[config.mk]
export PLATFORM = sky130hd
export DESIGN_NAME = timebase_label_renderer_flat
export DESIGN_NICKNAME = d
export VERILOG_FILES = /design/src/rtl/timebase_label_renderer_if.sv /design/src/rtl/timebase_label_renderer.sv /design/src/flat_wrapper.sv
export SDC_FILE = /design/constraint.sdc
export NUM_CORES = 1
export LEC_CHECK = 0
export ABC_AREA = 0
export ABC_CLOCK_PERIOD_IN_PS = 4000
export BUFFER_PORTS_ARGS = -buffer_cell sky130_fd_sc_hd__clkbuf_2
export CELL_PAD_IN_SITES_DETAIL_PLACEMENT = 1
export CELL_PAD_IN_SITES_GLOBAL_PLACEMENT = 2
export CORE_ASPECT_RATIO = 0.9
export CORE_MARGIN = 5
export CORE_UTILIZATION = 33
export DETAILED_ROUTE_END_ITERATION = 12
export PLACE_DENSITY_LB_ADDON = 0.1
export SLEW_MARGIN = 25
export SYNTH_ARGS = -nofsm -noshare
export SYNTH_HDL_FRONTEND = slang
export SYNTH_SLANG_ARGS = --single-unit
[constraint.sdc]
create_clock -name CLK_VGA -period 4 [get_ports CLK_VGA]
set_input_delay 0 -clock CLK_VGA [delete_from_list [all_inputs] [get_ports CLK_VGA]]
set_output_delay 0 -clock CLK_VGA [all_outputs]
set_load 0.05 [all_outputs]
[src/rtl/timebase_label_renderer_if.sv]
// Pixel-coordinate and label-select bundle for the timebase label renderer.
// The raster source drives coordinates and the requested label; the
// renderer returns the latched label and the registered pixel-on flag.
interface timebase_label_renderer_if;
  logic [11:0] VGA_horzCoord;
  logic [11:0] VGA_vertCoord;
  logic [2:0]  LABEL_SEL;
  logic [2:0]  ACTIVE_SEL;
  logic        CONDITION;

  modport master (
    output VGA_horzCoord, VGA_vertCoord, LABEL_SEL,
    input  ACTIVE_SEL, CONDITION
  );

  modport slave (
    input  VGA_horzCoord, VGA_vertCoord, LABEL_SEL,
    output ACTIVE_SEL, CONDITION
  );
endinterface

[src/rtl/timebase_label_renderer.sv]
// Two-stage pipelined renderer for the oscilloscope timebase label.
// Draws one of six strings from a built-in 5x7 glyph ROM at (X0,Y0) with
// 2^SCALE_LOG2 pixel replication. The label is latched only at frame start.
// Optional build macro TIMEBASE_LABEL_BLINK_EN: after a label change the
// text blinks (8 frames on / 8 off) for 63 frames.
module timebase_label_renderer #(
  parameter int unsigned X0         = 245,
  parameter int unsigned Y0         = 940,
  parameter int unsigned SCALE_LOG2 = 0,
  parameter int unsigned RESET_SEL  = 3
) (
  input  logic                        CLK_VGA,
  input  logic                        RST_N,
  timebase_label_renderer_if.slave    bus
);

  localparam int unsigned D_W        = 13;
  localparam int unsigned BOX_W      = 32'd40 << SCALE_LOG2;
  localparam int unsigned BOX_H      = 32'd7 << SCALE_LOG2;
  localparam int unsigned CHAR_SHIFT = 3 + SCALE_LOG2;

  if (SCALE_LOG2 > 2) begin : g_bad_scale
    $error("timebase_label_renderer: SCALE_LOG2 must be 0..2");
  end

  typedef enum logic [2:0] {
    CH_BLANK = 3'd0,
    CH_0     = 3'd1,
    CH_1     = 3'd2,
    CH_U     = 3'd3,
    CH_M     = 3'd4,
    CH_S     = 3'd5
  } char_t;

  // Character code at position idx of the string selected by sel.
  function automatic char_t char_at(input logic [2:0] sel, input logic [2:0] idx);
    char_t s [5];
    s = '{CH_BLANK, CH_BLANK, CH_BLANK, CH_BLANK, CH_BLANK};
    case (sel)
      3'd0:    s = '{CH_1, CH_0, CH_U, CH_S, CH_BLANK};
      3'd1:    s = '{CH_1, CH_0, CH_0, CH_U, CH_S};
      3'd2:    s = '{CH_1, CH_M, CH_S, CH_BLANK, CH_BLANK};
      3'd3:    s = '{CH_1, CH_0, CH_M, CH_S, CH_BLANK};
      3'd4:    s = '{CH_1, CH_0, CH_0, CH_M, CH_S};
      3'd5:    s = '{CH_1, CH_S, CH_BLANK, CH_BLANK, CH_BLANK};
      default: s = '{CH_BLANK, CH_BLANK, CH_BLANK, CH_BLANK, CH_BLANK};
    endcase
    char_at = (idx < 3'd5) ? s[idx] : CH_BLANK;
  endfunction

  // 5x7 glyph ROM row; bit 4 is the leftmost column, row 0 the top.
  function automatic logic [4:0] glyph_row(input char_t ch, input logic [2:0] row);
    logic [0:6][4:0] bm;
    case (ch)
      CH_0:    bm = {5'b01110, 5'b10001, 5'b10011, 5'b10101, 5'b11001, 5'b10001, 5'b01110};
      CH_1:    bm = {5'b00100, 5'b01100, 5'b00100, 5'b00100, 5'b00100, 5'b00100, 5'b01110};
      CH_U:    bm = {5'b00000, 5'b00000, 5'b10001, 5'b10001, 5'b10001, 5'b10011, 5'b01101};
      CH_M:    bm = {5'b00000, 5'b00000, 5'b11010, 5'b10101, 5'b10101, 5'b10001, 5'b10001};
      CH_S:    bm = {5'b00000, 5'b00000, 5'b01110, 5'b10000, 5'b01110, 5'b00001, 5'b11110};
      default: bm = '0;
    endcase
    glyph_row = (row <= 3'd6) ? bm[row] : 5'b00000;
  endfunction

  logic [2:0]     active_sel_q;
  logic           s1_in_box_q;
  char_t          s1_code_q;
  logic [2:0]     s1_row_q;
  logic [2:0]     s1_col_q;
  logic           cond_q;

  logic [D_W-1:0] dx_c;
  logic [D_W-1:0] dy_c;
  logic           frame_start_c;
  logic [2:0]     sel_eff_c;
  logic           in_box_c;
  char_t          code_c;
  logic [2:0]     row_c;
  logic [2:0]     col_c;
  logic [4:0]     row_bits_c;
  logic           lit_c;
  logic           pix_c;
  logic           blink_off_c;

  // Stage 0: origin-relative offsets, box test and glyph addressing (shifts only).
  always_comb begin
    dx_c          = {1'b0, bus.VGA_horzCoord} - D_W'(X0);
    dy_c          = {1'b0, bus.VGA_vertCoord} - D_W'(Y0);
    frame_start_c = (bus.VGA_horzCoord == 12'd0) && (bus.VGA_vertCoord == 12'd0);
    sel_eff_c     = frame_start_c ? bus.LABEL_SEL : active_sel_q;
    in_box_c      = !dx_c[D_W-1] && !dy_c[D_W-1] &&
                    (dx_c < D_W'(BOX_W)) && (dy_c < D_W'(BOX_H));
    col_c         = 3'(dx_c >> SCALE_LOG2);
    row_c         = 3'(dy_c >> SCALE_LOG2);
    code_c        = char_at(sel_eff_c, 3'(dx_c >> CHAR_SHIFT));
  end

  // Frame latch: the requested label takes effect only at pixel (0,0).
  always_ff @(posedge CLK_VGA or negedge RST_N) begin
    if (!RST_N) begin
      active_sel_q <= 3'(RESET_SEL);
    end else if (frame_start_c) begin
      active_sel_q <= bus.LABEL_SEL;
    end
  end

  // Stage 1: register box flag and glyph address.
  always_ff @(posedge CLK_VGA or negedge RST_N) begin
    if (!RST_N) begin
      s1_in_box_q <= 1'b0;
      s1_code_q   <= CH_BLANK;
      s1_row_q    <= 3'd0;
      s1_col_q    <= 3'd0;
    end else begin
      s1_in_box_q <= in_box_c;
      s1_code_q   <= code_c;
      s1_row_q    <= row_c;
      s1_col_q    <= col_c;
    end
  end

  // ROM lookup; cell columns 5..7 are inter-character spacing.
  always_comb begin
    row_bits_c = glyph_row(s1_code_q, s1_row_q);
    lit_c      = 1'b0;
    if (s1_col_q <= 3'd4) begin
      lit_c = row_bits_c[3'd4 - s1_col_q];
    end
    pix_c = s1_in_box_q & lit_c & ~blink_off_c;
  end

  // Stage 2: registered pixel-on output.
  always_ff @(posedge CLK_VGA or negedge RST_N) begin
    if (!RST_N) begin
      cond_q <= 1'b0;
    end else begin
      cond_q <= pix_c;
    end
  end

`ifdef TIMEBASE_LABEL_BLINK_EN
  logic [5:0] blink_cnt_q;

  // Blink frame counter: reload on a label change, count down per frame to 0.
  always_ff @(posedge CLK_VGA or negedge RST_N) begin
    if (!RST_N) begin
      blink_cnt_q <= 6'd0;
    end else if (frame_start_c) begin
      if (bus.LABEL_SEL != active_sel_q) begin
        blink_cnt_q <= 6'd63;
      end else if (blink_cnt_q != 6'd0) begin
        blink_cnt_q <= blink_cnt_q - 6'd1;
      end
    end
  end

  assign blink_off_c = (blink_cnt_q != 6'd0) && blink_cnt_q[3];
`else
  assign blink_off_c = 1'b0;
`endif

  assign bus.ACTIVE_SEL = active_sel_q;
  assign bus.CONDITION  = cond_q;

endmodule
[src/flat_wrapper.sv]
// flat-port wrapper written by rule: the top's interface ports become plain ports
module timebase_label_renderer_flat 
#(
  parameter int unsigned X0         = 245,
  parameter int unsigned Y0         = 940,
  parameter int unsigned SCALE_LOG2 = 0,
  parameter int unsigned RESET_SEL  = 3
)
  (CLK_VGA, RST_N, bus_VGA_horzCoord, bus_VGA_vertCoord, bus_LABEL_SEL, bus_ACTIVE_SEL, bus_CONDITION);
  timebase_label_renderer_if bus_i ();
  input  logic CLK_VGA;
  input  logic RST_N;
  input wire logic [$bits(bus_i.VGA_horzCoord)-1:0] bus_VGA_horzCoord;
  input wire logic [$bits(bus_i.VGA_vertCoord)-1:0] bus_VGA_vertCoord;
  input wire logic [$bits(bus_i.LABEL_SEL)-1:0] bus_LABEL_SEL;
  output wire logic [$bits(bus_i.ACTIVE_SEL)-1:0] bus_ACTIVE_SEL;
  output wire logic [$bits(bus_i.CONDITION)-1:0] bus_CONDITION;
  assign bus_i.VGA_horzCoord = bus_VGA_horzCoord;
  assign bus_i.VGA_vertCoord = bus_VGA_vertCoord;
  assign bus_i.LABEL_SEL = bus_LABEL_SEL;
  assign bus_ACTIVE_SEL = bus_i.ACTIVE_SEL;
  assign bus_CONDITION = bus_i.CONDITION;
  timebase_label_renderer #(.X0(X0), .Y0(Y0), .SCALE_LOG2(SCALE_LOG2), .RESET_SEL(RESET_SEL)) u_core (.CLK_VGA(CLK_VGA), .RST_N(RST_N), .bus(bus_i));
endmodule
==> tab_implementation.tex <==
\begin{tabular}{lr}
\hline
Metric & Value \\
\hline
\multicolumn{2}{l}{\textbf{Floorplanning}} \\
Area inside the core boundary & 0.004489 mm² \\
Horizontal die dimension & 81.90 µm \\
\# rows & 23 \\
Die height & 74.71 µm \\
Total die area & 0.006118 mm² \\
Boundary pin count & 33 \\
Starting density of the core & 34.20\% \\
\multicolumn{2}{l}{\textbf{Final layout}} \\
Count of fill cells added during filler insertion & 580 \\
Area growth, synth to finish & 18.66\% \\
Inserted Diodes & 0 \\
Proportion of layout cells with a drive suffix above 1 & 22.17\% \\
Most used cells in the layout excluding fill and tap cells & sky130\_fd\_sc\_hd\_\_clkbuf\_2 (32), sky130\_fd\_sc\_hd\_\_nor2\_1 (16), sky130\_fd\_sc\_hd\_\_nand2\_1 (14), sky130\_fd\_sc\_hd\_\_inv\_1 (13), sky130\_fd\_sc\_hd\_\_dfrtp\_1 (12) \\
Most frequent standard cell in the layout excluding fill and tap cells & sky130\_fd\_sc\_hd\_\_clkbuf\_2 \\
Number of nets in the layout & 266 \\
\multicolumn{2}{l}{\textbf{Yosys}} \\
Area fraction of the dominant cell type after synthesis & 19.56\% \\
Leading area contributor after synthesis & sky130\_fd\_sc\_hd\_\_dfrtp\_1 \\
Portion of the post-synthesis area used by sequential elements & 22.98\% \\
EDFF count, synth & 0 \\
Library cells used by synthesis & 53 \\
Gate count after technology mapping & 199 \\
Asr flop ratio synth & 100.0\% \\
Register bit total from synthesis & 14 \\
Mean post-synth cell area & 7.715 µm² \\
Yosys warns & 0 \\
Synthesized area & 0.001535 mm² \\
Commonest register cell after synthesis & sky130\_fd\_sc\_hd\_\_dfrtp\_1 \\
Syn\_nets & 234 \\
Largest cells by area after synthesis & sky130\_fd\_sc\_hd\_\_dfrtp\_1 (20\%), sky130\_fd\_sc\_hd\_\_ha\_1 (4.9\%), sky130\_fd\_sc\_hd\_\_nor2b\_1 (4.1\%) \\
\multicolumn{2}{l}{\textbf{Clock network}} \\
Clock sinks & 14 \\
Total clock buffers created by CTS & 3 \\
Insertion delay of the later-clocked pin in the worst-skew pair & 0.24 ns \\
Clock slew at reported path FFs & 0.06 ns \\
Buffer cell driving the clock tree root & sky130\_fd\_sc\_hd\_\_clkbuf\_8 \\
Number of H-tree levels & 1 \\
Number of post-CTS setup repair buffers & 0 \\
Clock buffer depth & 2 \\
Clock tree from TritonCTS & yes \\
\multicolumn{2}{l}{\textbf{Timing}} \\
Max\_slew headroom & 59.95\% \\
RSZ-0062 raised after global routing & false \\
Final setup violation count & 0 \\
Worst Skew & 0.003405 ns \\
Final critical delay including setup and external delays & 2.485 ns \\
Fin. Hold Viols & 0 \\
Aggregate negative setup slack & 0 ns \\
Share of the cycle needed by the critical path after routing & 62.13\% \\
Max Slew Vio Count & 0 \\
Transition at the pin with the smallest max-transition slack & 0.5987 ns \\
Max Clk Rate & 402.4 MHz \\
\multicolumn{2}{l}{\textbf{Critical path}} \\
Capturing element type of the critical path & flop \\
Reg-to-reg critical path startpoint & u\_core.s1\_code\_q[1] \\
Worst R2R Path Depth & 8 \\
Library cell contributing the largest single delay on the critical path & sky130\_fd\_sc\_hd\_\_dfrtp\_1 \\
Critical path arrival & 2.61 ns \\
Reg2reg setup slack & 1.51 ns \\
Largest driver fanout on the critical path & 10 \\
Startpoint types & flop \\
Crit path top cell by count & sky130\_fd\_sc\_hd\_\_o31ai\_1 \\
Delay of the slowest critical-path stage & 0.52 ns \\
Required time of the critical path & 4.13 ns \\
Reg-to-Reg End & u\_core.bus.CONDITION \\
Setup Crit Path Kind & reg -> reg \\
Worst path cell trace & inv\_1, ha\_1, o21ai\_0, a21oi\_1, o31a\_1, o31ai\_1, o31ai\_1, o41ai\_1 \\
\multicolumn{2}{l}{\textbf{Pwr}} \\
Share of total power consumed by net switching & 35.06\% \\
Final total power & 480.9 µW \\
P\_sw & 168.6 µW \\
Power Density & 264.0 mW/mm² \\
Fraction of power consumed by the clock network & 27.7\% \\
Relative contribution of sequential cells to total power & 36.0\% \\
Worst voltage drop across the vdd grid & 0.0001023 V \\
Logic pwr share & 36.4\% \\
Cell Int Power & 312.3 µW \\
Leakage component of the power & 0.7538 nW \\
\multicolumn{2}{l}{\textbf{Job}} \\
Total of max-cap violations & 0 \\
\multicolumn{2}{l}{\textbf{Global route}} \\
Grt peak-use layer & met2 \\
Global routing met1 resource utilization & 20.70\% \\
Met2 Use GR & 31.30\% \\
First-pass GRT wire length & 8107 µm \\
Largest net degree at the start of global routing & 19 \\
All-Layer GR Usage & 16.51\% \\
Number of antenna violations at the first check in global routing & 0 \\
Remaining Overflow, GRT & 0 \\
Met3 usage in global routing & 0.4785\% \\
Number of global-route vias before repair & 1777 \\
\multicolumn{2}{l}{\textbf{Run status}} \\
Status & finished clean \\
\multicolumn{2}{l}{\textbf{Min path}} \\
Hold WC Path Type & in -> reg \\
Worst min-delay path startpoint & bus\_VGA\_horzCoord[2] \\
Sink of the worst hold path & u\_core.s1\_col\_q[2] \\
Hold Path Stages & 2 \\
\multicolumn{2}{l}{\textbf{Placed design}} \\
Detailed Place HPWL & 3836 µm \\
Port bufs & 32 \\
Final weighted congestion in routability-driven placement & 0.8836 \\
\multicolumn{2}{l}{\textbf{Detailed routing}} \\
Starting DRT DRC Count & 54 \\
Count of unresolved DRC violations after routing & 0 \\
Total Routed Length & 4655 µm \\
Pre-Repair DR Iteration Count & 4 \\
Average routed wire per standard cell & 15.94 µm \\
Total via count in the routed design & 1637 \\
Number of vias per cell & 5.606 \\
Count of nets left with antenna violations after detail routing & 0 \\
\hline
\end{tabular}
-- sequential cells by signal (all words and copies together) (netlist names) --
name,cells
u_core.bus.CONDITION,1
u_core.s1_col_q,3
u_core.s1_row_q,3
u_core.s1_in_box_q,1
u_core.bus.ACTIVE_SEL,3
u_core.s1_code_q,3
-- cell usage after synthesis (6+ instances only) --
cell type                 instances
sky130_fd_sc_hd__buf_2            7
sky130_fd_sc_hd__a21oi_1         11
sky130_fd_sc_hd__o21ai_0          8
sky130_fd_sc_hd__inv_1           13
sky130_fd_sc_hd__nor3_1           8
sky130_fd_sc_hd__a31oi_1          6
sky130_fd_sc_hd__dfrtp_1         12
sky130_fd_sc_hd__nand2_1         14
sky130_fd_sc_hd__ha_1             6
sky130_fd_sc_hd__nor2_1          16
sky130_fd_sc_hd__nor2b_1         10
sky130_fd_sc_hd__xnor2_1          6
-- metal layers --
layer / share of wire (%) / vias to the layer above
li1: - / 808
met1: 46 / 810
met2: 52 / 17
met3: 1.1 / 2
met4: 0.73 / 0
met5: 0 / -
-- cells by family (layout without fill, tap and decap cells) --
logic type | count (synthesis) | in the layout | synth area share [%]
buffers and inverters | 24 | 55 | 6.683
AOI/OAI and AO/OA | 62 | 62 | 28.20
muxes | 2 | 2 | 2.200
DFF | 14 | 14 | 22.98
and+or+nand+nor | 81 | 81 | 29.34
adders and majority gates | 6 | 6 | 4.890
xor gates and xnor gates | 10 | 10 | 5.705
-- stage by stage --
stage | cells | util, % | hold slack [ns] | cell area (µm²) | setup slack (ns)
final | 292 | 40.58 | 0.02201 | 1822 | 1.515
after global routing | 292 | 40.58 | 0.03297 | 1822 | 1.334
after CTS | 292 | 40.58 | 0.02524 | 1822 | 1.498
after detailed placement | 284 | 38.46 | -0.07849 | 1727 | 1.513
after global placement | 284 | 38.46 | -0.08478 | 1727 | 1.702
after floorplan | 199 | - | -0.2956 | 1535 | 1.860
-- how the worst max path moves through the flow --
| stage | startpoint | end | cells after the start |
|---|---|---|---|
| 6_report | u_core.s1_code_q[1] | u_core.bus.CONDITION | 8 |
| 5_1_grt | u_core.s1_code_q[1] | u_core.bus.CONDITION | 8 |
| 4_1_cts | u_core.s1_code_q[1] | u_core.bus.CONDITION | 8 |
| 3_5_place_dp | u_core.s1_code_q[1] | u_core.bus.CONDITION | 8 |
| 3_3_place_gp | u_core.s1_code_q[1] | u_core.bus.CONDITION | 8 |
| 2_1_floorplan | u_core.s1_code_q[1] | u_core.bus.CONDITION | 10 |
-- area by class of cell --
class | instances | area [µm²] | share of cell area [%]
inverter | 15 | 56.30 | 3.091
sequential | 14 | 352.8 | 19.37
timing repair buffer | 36 | 200.2 | 10.99
clock buffer | 4 | 55.05 | 3.022
tap | 62 | 77.57 | 4.258
multi-input combinational | 161 | 1080 | 59.27
-- critical path, delay by kind of cell (launching register included) --
family / cells / cell delay (ns)
buf+inv: 1 / 0.14
fa+ha+maj: 1 / 0.44
compound gates: 6 / 1.28
flops: 1 / 0.52
-- what timing repair did --
action	in CTS	in global routing
resized for setup	0	0
endpoints found under the hold margin	17	0
hold buffers	4	0
-- power by group through the flow --
| stage | clock [mW] | sequential, mW | combinational, mW |
|---|---|---|---|
| finish | 0.133 | 0.173 | 0.175 |
| global placement | 0 | 0.174 | 0.166 |
| detailed placement | 0 | 0.175 | 0.172 |
| global route | 0.142 | 0.176 | 0.197 |
| CTS | 0.136 | 0.173 | 0.176 |
| floorplan | 0 | 0.157 | 0.135 |
Power figures use the tool's default switching activity.
